===== config.mk =====
export PLATFORM = sky130hd
export DESIGN_NAME = branch_resolution_queue_flat
export DESIGN_NICKNAME = d
export VERILOG_FILES = /design/src/rtl/branch_resolution_queue_if.sv /design/src/rtl/branch_resolution_queue.sv /design/src/flat_wrapper.sv
export SDC_FILE = /design/constraint.sdc
export NUM_CORES = 2
export LEC_CHECK = 0
export CORE_MARGIN = 2
export CORE_UTILIZATION = 45
export CTS_CLUSTER_DIAMETER = 60
export CTS_CLUSTER_SIZE = 28
export DETAILED_ROUTE_END_ITERATION = 6
export GPL_ROUTABILITY_DRIVEN = 0
export HOLD_SLACK_MARGIN = 0.1
export PLACE_DENSITY = 0.66
export SLEW_MARGIN = 30
export SYNTH_ARGS = -nofsm -noshare
export SYNTH_HDL_FRONTEND = slang
export SYNTH_SLANG_ARGS = --single-unit

===== constraint.sdc =====
create_clock -name clk -period 20.6 [get_ports clk]
set_clock_uncertainty 0.2 [all_clocks]
set_input_delay 2.06 -clock clk [delete_from_list [all_inputs] [get_ports clk]]
set_output_delay 2.06 -clock clk [all_outputs]
set_load 0.02 [all_outputs]

===== src/rtl/branch_resolution_queue_if.sv =====
// branch_resolution_queue_if: fetch/execute/retire bundle for the branch resolution queue.
interface branch_resolution_queue_if #(
    parameter int DEPTH            = 8,
    parameter int ADDRESS_SIZE     = 64,
    parameter int INSTRUCTION_SIZE = 32,
    parameter int TAG_W            = $clog2(DEPTH)
);
    logic                        enq_valid;
    logic                        enq_ready;
    logic [ADDRESS_SIZE-1:0]     enq_pc;
    logic [INSTRUCTION_SIZE-1:0] enq_instruction;
    logic                        enq_pred_taken;
    logic [ADDRESS_SIZE-1:0]     enq_pred_target;
    logic [TAG_W-1:0]            enq_tag;
    logic                        resolve_valid;
    logic [TAG_W-1:0]            resolve_tag;
    logic                        resolve_taken;
    logic [ADDRESS_SIZE-1:0]     resolve_target;
    logic                        retire_valid;
    logic [ADDRESS_SIZE-1:0]     retire_pc;
    logic [INSTRUCTION_SIZE-1:0] retire_instruction;
    logic                        flush;
    logic [ADDRESS_SIZE-1:0]     redirect_pc;
    logic                        frontend_stall;
    modport master (
        output enq_valid, enq_pc, enq_instruction, enq_pred_taken, enq_pred_target,
        output resolve_valid, resolve_tag, resolve_taken, resolve_target,
        input  enq_ready, enq_tag, retire_valid, retire_pc, retire_instruction,
        input  flush, redirect_pc, frontend_stall
    );
    modport slave (
        input  enq_valid, enq_pc, enq_instruction, enq_pred_taken, enq_pred_target,
        input  resolve_valid, resolve_tag, resolve_taken, resolve_target,
        output enq_ready, enq_tag, retire_valid, retire_pc, retire_instruction,
        output flush, redirect_pc, frontend_stall
    );
endinterface


===== src/rtl/branch_resolution_queue.sv =====
// branch_resolution_queue: in-order tracker of predicted branches; retires them and flushes on mispredict.
module branch_resolution_queue #(
    parameter int DEPTH            = 8,
    parameter int ADDRESS_SIZE     = 64,
    parameter int INSTRUCTION_SIZE = 32,
    parameter int TAG_W            = $clog2(DEPTH)
) (
    input logic                      clk,
    input logic                      reset,
    branch_resolution_queue_if.slave bus
);
    localparam int CW = TAG_W + 1;
    typedef enum logic {RUN, FLUSH} state_e;
    state_e                      state_q;
    logic [DEPTH-1:0]            valid_q, resolved_q, pred_taken_q, act_taken_q;
    logic [ADDRESS_SIZE-1:0]     pc_q [DEPTH];
    logic [ADDRESS_SIZE-1:0]     pred_target_q [DEPTH];
    logic [ADDRESS_SIZE-1:0]     act_target_q [DEPTH];
    logic [INSTRUCTION_SIZE-1:0] instr_q [DEPTH];
    logic [TAG_W-1:0]            head_q, tail_q;
    logic [CW-1:0]               count_q, count_d;
    logic                        retire_valid_q, flush_q;
    logic [ADDRESS_SIZE-1:0]     retire_pc_q, redirect_q;
    logic [INSTRUCTION_SIZE-1:0] retire_instr_q;
    logic                        enq_ready, enq_fire, res_fire, head_done, mispredict;
    always_comb begin
        enq_ready  = (state_q == RUN) && (count_q != CW'(DEPTH)) && !reset;
        enq_fire   = bus.enq_valid && enq_ready;
        res_fire   = bus.resolve_valid && valid_q[bus.resolve_tag] && !resolved_q[bus.resolve_tag];
        head_done  = (state_q == RUN) && valid_q[head_q] && resolved_q[head_q];
        mispredict = (pred_taken_q[head_q] != act_taken_q[head_q]) ||
                     (act_taken_q[head_q] && (pred_target_q[head_q] != act_target_q[head_q]));
        count_d    = count_q + CW'(enq_fire) - CW'(head_done && !mispredict);
    end
    // A mispredicted head is not popped: the following FLUSH cycle wipes the whole queue.
    always_ff @(posedge clk) begin
        if (reset) begin
            state_q        <= RUN;
            valid_q        <= '0;
            head_q         <= '0;
            tail_q         <= '0;
            count_q        <= '0;
            retire_valid_q <= 1'b0;
            flush_q        <= 1'b0;
            retire_pc_q    <= '0;
            retire_instr_q <= '0;
            redirect_q     <= '0;
        end else begin
            retire_valid_q <= 1'b0;
            flush_q        <= 1'b0;
            if (state_q == FLUSH) begin
                valid_q <= '0;
                head_q  <= '0;
                tail_q  <= '0;
                count_q <= '0;
                state_q <= RUN;
            end else begin
                if (res_fire) begin
                    resolved_q[bus.resolve_tag]   <= 1'b1;
                    act_taken_q[bus.resolve_tag]  <= bus.resolve_taken;
                    act_target_q[bus.resolve_tag] <= bus.resolve_target;
                end
                if (enq_fire) begin
                    valid_q[tail_q]       <= 1'b1;
                    resolved_q[tail_q]    <= 1'b0;
                    pc_q[tail_q]          <= bus.enq_pc;
                    instr_q[tail_q]       <= bus.enq_instruction;
                    pred_taken_q[tail_q]  <= bus.enq_pred_taken;
                    pred_target_q[tail_q] <= bus.enq_pred_target;
                    tail_q                <= tail_q + TAG_W'(1);
                end
                if (head_done) begin
                    retire_valid_q <= 1'b1;
                    retire_pc_q    <= pc_q[head_q];
                    retire_instr_q <= instr_q[head_q];
                    flush_q        <= mispredict;
                    if (mispredict) begin
                        redirect_q <= act_taken_q[head_q] ? act_target_q[head_q] : pc_q[head_q] + ADDRESS_SIZE'(4);
                        state_q    <= FLUSH;
                    end else begin
                        valid_q[head_q] <= 1'b0;
                        head_q          <= head_q + TAG_W'(1);
                    end
                end
                count_q <= count_d;
            end
        end
    end
    assign bus.enq_ready          = enq_ready;
    assign bus.frontend_stall     = !enq_ready;
    assign bus.enq_tag            = tail_q;
    assign bus.retire_valid       = retire_valid_q;
    assign bus.retire_pc          = retire_pc_q;
    assign bus.retire_instruction = retire_instr_q;
    assign bus.flush              = flush_q;
    assign bus.redirect_pc        = redirect_q;
endmodule


===== src/flat_wrapper.sv =====
// flat-port wrapper written by rule: the top's interface ports become plain ports
module branch_resolution_queue_flat 
#(
    parameter int DEPTH            = 8,
    parameter int ADDRESS_SIZE     = 64,
    parameter int INSTRUCTION_SIZE = 32,
    parameter int TAG_W            = $clog2(DEPTH)
)
  (clk, reset, bus_enq_valid, bus_enq_pc, bus_enq_instruction, bus_enq_pred_taken, bus_enq_pred_target, bus_resolve_valid, bus_resolve_tag, bus_resolve_taken, bus_resolve_target, bus_enq_ready, bus_enq_tag, bus_retire_valid, bus_retire_pc, bus_retire_instruction, bus_flush, bus_redirect_pc, bus_frontend_stall);
  branch_resolution_queue_if #(.DEPTH(DEPTH), .ADDRESS_SIZE(ADDRESS_SIZE), .INSTRUCTION_SIZE(INSTRUCTION_SIZE), .TAG_W(TAG_W)) bus_i ();
  input logic clk;
  input logic reset;
  input wire logic [$bits(bus_i.enq_valid)-1:0] bus_enq_valid;
  input wire logic [$bits(bus_i.enq_pc)-1:0] bus_enq_pc;
  input wire logic [$bits(bus_i.enq_instruction)-1:0] bus_enq_instruction;
  input wire logic [$bits(bus_i.enq_pred_taken)-1:0] bus_enq_pred_taken;
  input wire logic [$bits(bus_i.enq_pred_target)-1:0] bus_enq_pred_target;
  input wire logic [$bits(bus_i.resolve_valid)-1:0] bus_resolve_valid;
  input wire logic [$bits(bus_i.resolve_tag)-1:0] bus_resolve_tag;
  input wire logic [$bits(bus_i.resolve_taken)-1:0] bus_resolve_taken;
  input wire logic [$bits(bus_i.resolve_target)-1:0] bus_resolve_target;
  output wire logic [$bits(bus_i.enq_ready)-1:0] bus_enq_ready;
  output wire logic [$bits(bus_i.enq_tag)-1:0] bus_enq_tag;
  output wire logic [$bits(bus_i.retire_valid)-1:0] bus_retire_valid;
  output wire logic [$bits(bus_i.retire_pc)-1:0] bus_retire_pc;
  output wire logic [$bits(bus_i.retire_instruction)-1:0] bus_retire_instruction;
  output wire logic [$bits(bus_i.flush)-1:0] bus_flush;
  output wire logic [$bits(bus_i.redirect_pc)-1:0] bus_redirect_pc;
  output wire logic [$bits(bus_i.frontend_stall)-1:0] bus_frontend_stall;
  assign bus_i.enq_valid = bus_enq_valid;
  assign bus_i.enq_pc = bus_enq_pc;
  assign bus_i.enq_instruction = bus_enq_instruction;
  assign bus_i.enq_pred_taken = bus_enq_pred_taken;
  assign bus_i.enq_pred_target = bus_enq_pred_target;
  assign bus_i.resolve_valid = bus_resolve_valid;
  assign bus_i.resolve_tag = bus_resolve_tag;
  assign bus_i.resolve_taken = bus_resolve_taken;
  assign bus_i.resolve_target = bus_resolve_target;
  assign bus_enq_ready = bus_i.enq_ready;
  assign bus_enq_tag = bus_i.enq_tag;
  assign bus_retire_valid = bus_i.retire_valid;
  assign bus_retire_pc = bus_i.retire_pc;
  assign bus_retire_instruction = bus_i.retire_instruction;
  assign bus_flush = bus_i.flush;
  assign bus_redirect_pc = bus_i.redirect_pc;
  assign bus_frontend_stall = bus_i.frontend_stall;
  branch_resolution_queue #(.DEPTH(DEPTH), .ADDRESS_SIZE(ADDRESS_SIZE), .INSTRUCTION_SIZE(INSTRUCTION_SIZE), .TAG_W(TAG_W)) u_core (.clk(clk), .reset(reset), .bus(bus_i));
endmodule

# --- Word-level counts from Yosys, hierarchy flattened ---
# Memories as Yosys holds them, arrays and structs flattened. A register that Yosys moved wholly into a read port is not among the register bits.
# Cells that the tools add are included.
totals:
  register_bits: 173
  latchBits: 0
  ramBits: 1792
  romBits: 0
  in_bits: 233
  memories: 4
memory_table:
  columns: ["name", "depth", "width", "read_ports", "rd_ports_with_merged_regs", "write_ports", "line", "source"]
  rows:
  - ["u_core.act_target_q", 8, 64, 1, 1, 1, "branch_resolution_queue.sv:18", "logic [ADDRESS_SIZE-1:0] act_target_q [DEPTH];"]
  - ["u_core.pc_q", 8, 64, 1, 1, 1, "branch_resolution_queue.sv:16", "logic [ADDRESS_SIZE-1:0] pc_q [DEPTH];"]
  - ["u_core.pred_target_q", 8, 64, 1, 1, 1, "branch_resolution_queue.sv:17", "logic [ADDRESS_SIZE-1:0] pred_target_q [DEPTH];"]
  - ["u_core.instr_q", 8, 32, 1, 1, 1, "branch_resolution_queue.sv:19", "logic [INSTRUCTION_SIZE-1:0] instr_q [DEPTH];"]
op_classes:
  n_addsub: 5
  n_mul: 0
  div: 0
  n_lt_le_gt_ge: 6
  n_eq_ne: 3
  shifts: 0
  muxes: 46
  bitwise_logic: 10
  n_reduce_logical: 25
op_table:
  columns: ["cell", "n"]
  rows:
  - ["8-bit two-way mux", 9]
  - ["64-bit by 3-bit adder with 64-bit output (second input constant)", 1]
  - ["64-bit two-way mux", 1]
  - ["64-bit inequality test", 1]
  - ["1-bit two-way mux", 19]
  - ["1-bit binary-select mux with 3-bit select", 6]
  - ["3-bit two-way mux", 6]
  - ["8-bit AND", 2]
  - ["8-bit bitwise mux", 2]
  - ["8-bit NOT", 2]
  - ["8-bit bitwise OR", 2]
  - ["1-bit logical AND", 12]
  - ["3-bit by 4-bit less-than comparator with 1-bit output (second input constant)", 3]
  - ["1-bit demux with 3-bit select", 3]
  - ["3-bit by 1-bit greater-or-equal comparator with 1-bit output (second input constant)", 3]
  - ["3-bit AND reduction", 3]
  - ["3-bit by 1-bit adder with 3-bit output (second input constant)", 2]
  - ["2-bit AND reduction", 3]
  - ["4-bit by 1-bit adder with 4-bit output", 1]
  - ["1-bit logical NOT", 4]
  - ["4-bit inequality test (second input constant)", 1]
  - ["1-bit NOT", 4]
  - ["4-bit by 1-bit subtractor with 4-bit output", 1]
  - ["3-bit OR reduction", 1]
  - ["other kinds (3)", 3]

# --- Logic depth before layout (Yosys ltp) ---
depth:
  ltp_word: 11
  depth_mapped: 22
  ltp_nobuf: 14

# --- Worst setup path before layout ---
# OpenSTA, ideal clock, no wires.
synth_timing:
  kind: "input -> register"
  startpoint: "in reset"
  endpoint: "mem u_core.instr_q[0][0] (enable)"
  arrival_ns: 14.429
  required_ns: 19.524
  setup_slack_ns: 5.095
  stages: 9
  path_buffers: 3
  path_cell_list: "clkbuf_1 -> or2_2 -> clkbuf_1 -> a21oi_1 -> nand2_1 -> inv_1 -> nand2b_1 -> clkbuf_1 -> nor3_1"
synth_via:
  elab_chain_len: 7
synth_rtl:
  columns: ["element", "line", "source"]
  rows:
  - ["start: declaration", "flat_wrapper.sv:12", "input logic reset;"]
  - ["1-bit logical NOT", "branch_resolution_queue.sv:27", "enq_ready = (state_q == RUN) && (count_q != CW'(DEPTH)) && !reset;"]
  - ["1-bit logical AND", "branch_resolution_queue.sv:27", null]
  - ["net bus_enq_ready", "flat_wrapper.sv:22", "output wire logic [$bits(bus_i.enq_ready)-1:0] bus_enq_ready;"]
  - ["1-bit logical AND", "branch_resolution_queue.sv:28", "enq_fire = bus.enq_valid && enq_ready;"]
  - ["net u_core.enq_fire", "branch_resolution_queue.sv:25", "logic enq_ready, enq_fire, res_fire, head_done, mispredict;"]
  - ["1-bit two-way mux", "branch_resolution_queue.sv:63", "if (enq_fire) begin"]
  - ["1-bit two-way mux", "branch_resolution_queue.sv:51", "if (state_q == FLUSH) begin"]
  - ["1-bit two-way mux", "branch_resolution_queue.sv:37", "if (reset) begin"]
  - ["1-bit two-way mux (implied by the code)", "branch_resolution_queue.sv:67", "instr_q[tail_q] <= bus.enq_instruction;"]
  - ["end: declaration", "branch_resolution_queue.sv:19", null]
# The timed path passes the listed nets, and every way through them passes these cells.

==> flow_summary.toml <==
[critical_path]
max_stage_delay_ns = 0.83
r2r.worst_path.cells = 15
worstSetupStartpointType = "flip-flop"
cp_slowest_cell = "nor4_1"
crit_fanout = 65
cp_top_family = "simple AND/OR/NAND/NOR gates"
cp.depth = 15
worstPathArrival_ns = 7.70
crit_buf_inv = 2
rr_endpoint = "u_core.count_q[3]"
cp_cell_sequence = "buf_4 -> buf_6 -> mux4_2 -> mux2i_1 -> xnor2_1 -> nand4_1 -> nor4_1 -> nor2b_1 -> a31o_2 -> nand2b_1 -> ha_1 -> a21o_1 -> a21oi_1 -> xor2_1 -> nor2_1"
endpoint_kind = "flip-flop"
crit_required_ns = 21.13
critical_path_class = "reg2reg"
r2r_slack_ns = 13.43
crit_end = "u_core.count_q[3]"

[sta]
fmax_mhz = 139.5
period_needed_ns = 7.167
tns_ns = 0
rsz0062_at_grt = "no"
hold_viol_final = 0
post-route-period-util_pct = 34.79
drv_slew = 0
max_slew_margin_pct = 24.49
setup_viol = 0
tightest_slew_ns = 1.133

[clock_tree]
cts_buffers = 135
clkLatencyLatePin_ns = 0.84
clk_pin_slew_ns = 0.08
cts_max_level = 4
root_buffer = "clkbuf_16"
postCtsSetupBuffers = 0
cts.sinks = 1999
cts_tree = "done"
ctsResizeCount = 0
cts_buffer_depth = 3
cts_hold_buf = 0

[synthesis]
synth_area_mm2 = 0.07950
yosysSeqAreaShare_pct = 73.20
synth_cell_types = 90
synth_area_leaders = "edfxtp_1 (69%), mux4_2 (8.5%), dfxtp_1 (4.6%)"
synth_nets = 4720
synth_area_leader_cell = "edfxtp_1"
synth_top_area_share_pct = 68.59
synth_ff_type = "edfxtp_1"
syn_area_per_cell_um2 = 17.75
ys.warnings.count = 0
synth-seq-cells = 1999
netlist_instances = 4479
synth_edf_count = 1816
synth-async-reset-ratio_pct = 0

[detailed_routing]
drt_wl_total_um = 234000
final_antenna_net_count = 0
drc = 0
routed-via-count = 44940
drtIter0Drc = 5633
routed_via_density = 6.119
first_pass_iters = 6
routedWlPerCell_um = 31.86

[pwr]
ir_drop_uv = 85.41
power-per-cell-area_mw_per_mm2 = 88.75
leakage_uw = 0.02837

[grt]
grt_use_total_pct = 25.58
gr-total-overflow = 0
grt_max_degree = 126
grt_antenna_before_repair = 59
grt_pass1_vias = 43060
grt_pass1_wl_um = 327100

[place]
place_hpwl_um = 146400
dpl-instance-area_mm2 = 0.08616
io_buffers = 399
dp_cells = 7073

[floorplanning]
dieArea_mm2 = 0.1800
coreArea_mm2 = 0.1759
ioPinCount = 400
rows = 154
fp.dieW_um = 424.3
start_util_pct = 45.19
fp.dieH_um = 424.3

[finish]
nFillCells = 14080
instances_no_fill = 7345
final_util_pct = 51.79
fin_area_mm2 = 0.09111
area_growth_pct = 14.61
drive_gt1_share_pct = 15.06
nNetsFinal = 5115

[hold_path]
hp-class = "reg2reg"

[run]
cap_violations = 0

[status]
outcome = "finished, final reports clean"
stage by stage:
stage               setup WS [ns]  power [µW]  hold WS (ns)
global placement            12.86        5210        0.2372
detailed placement          12.99        5222        0.2468
global route                13.31        8301        0.2737
CTS                         12.98        8120        0.2573
floorplan                   5.095        4929        0.3222
finish                      13.43        8086        0.2569
worst reg2reg max path: stages, from the launching register on:
cell	delay, ns
dfxtp_4	0.69
buf_4	0.82
buf_6	0.76
mux4_2	0.44
mux2i_1	0.75
xnor2_1	0.28
nand4_1	0.29
nor4_1	0.83
nor2b_1	0.42
a31o_2	0.50
nand2b_1	0.19
ha_1	0.32
a21o_1	0.18
a21oi_1	0.18
xor2_1	0.17
nor2_1	0.05
kinds of logic after synthesis:
family                   Yosys count  share of synthesized area (%)
flip-flops                      1999                          73.20
AND/OR/NAND/NOR                  732                          4.322
AO/OA/AOI/OAI                    634                          5.806
multiplexers                     573                          11.99
buffers and inverters            333                          2.343
XOR/XNOR                         200                          2.203
adder cells (fa/ha/maj)            8                         0.1353
cell usage after synthesis (all sizes together), types with 7 or more instances:
library cell,instances
edfxtp,1816
mux4,301
mux2i,251
nand2,247
nor2,228
dfxtp,183
buf,142
xnor2,129
clkbuf,118
a21oi,98
a211oi,76
inv,73
o21ai,72
a221oi,71
xor2,71
a22o,60
nand3,58
nor3,51
o22ai,50
a22oi,47
a311oi,46
nand4,36
a31oi,22
mux2,21
nor4,21
nand2b,18
and3,14
o2111ai,13
a31o,10
nor2b,9
and2,8
nor3b,8
o211ai,8
ha,7
nor4b,7
o221ai,7
power breakdown:
group	switching (µW)	internal [µW]	total, µW	leakage, µW
Combinational	361	218	579	0.00818
Clock	1530	1420	2950	0.00232
Sequential	47.0	4510	4560	0.0179
Total	1940	6150	8090	0.0284
worst min-delay path by stage:
stage | from | end | slack [ns] | depth (start not counted)
after global routing | u_core.bus.redirect_pc[3] | u_core.bus.redirect_pc[3] | 0.27 | 2
after global placement | u_core.bus.redirect_pc[4] | u_core.bus.redirect_pc[4] | 0.24 | 2
after detailed placement | u_core.bus.redirect_pc[4] | u_core.bus.redirect_pc[4] | 0.25 | 2
after CTS | u_core.bus.redirect_pc[3] | u_core.bus.redirect_pc[3] | 0.26 | 2
final | u_core.bus.redirect_pc[4] | u_core.bus.redirect_pc[4] | 0.26 | 2
after floorplan | u_core.valid_q[6] | u_core.valid_q[6] | 0.32 | 2
area by class of cell:
cell class | instances | area, µm² | area share (%)
diodes | 19 | 47.55 | 0.05218
clock buffers | 146 | 3462 | 3.800
clock inverters | 103 | 1330 | 1.460
inverters | 73 | 281.5 | 0.3090
multi-input cells | 2147 | 19660 | 21.58
flip-flops and latches | 1999 | 58210 | 63.88
well taps | 2340 | 2928 | 3.213
repair buffers | 518 | 5197 | 5.704
layout by cell type (no fill, tap or decap), types with 46 or more instances in the layout:
cell             instances
a221oi_1                66
a22oi_1                 46
clkdlybuf4s50_1        398
o21ai_0                 62
mux2i_1                250
clkbuf_16              137
a22o_1                  59
xnor2_1                129
dfxtp_1                180
a21oi_1                 96
a311oi_1                46
o22ai_1                 50
xor2_1                  71
buf_4                   97
nand2_1                244
nand3_1                 58
nor2_1                 210
inv_1                   70
mux4_2                 301
edfxtp_1              1816
a211oi_1                76
sequential cells by signal, indices dropped and copies added (netlist names), named ones only:
name / count
u_core.bus.redirect_pc: 64
u_core.pred_target_q: 512
u_core.bus.enq_tag: 3
u_core.pred_taken_q: 8
u_core.act_taken_q: 8
u_core.act_target_q: 512
u_core.resolved_q: 8
u_core.pc_q: 512
u_core.count_q: 4
u_core.valid_q: 8
u_core.bus.retire_instruction: 32
u_core.bus.retire_pc: 64
u_core.bus.flush: 1
u_core.instr_q: 256
u_core.bus.retire_valid: 1
u_core.head_q: 3
metal layers:
layer / vias to the layer above / GRT usage, % / routed length (µm)
met3: 446 / 5.354 / 21050
li1: 18760 / - / -
met1: 23420 / 34.35 / 90730
met4: 40 / 11.05 / 10230
met5: - / 0 / 258
met2: 2288 / 40.57 / 111700
Note: power is estimated with default switching activity, not from simulation.
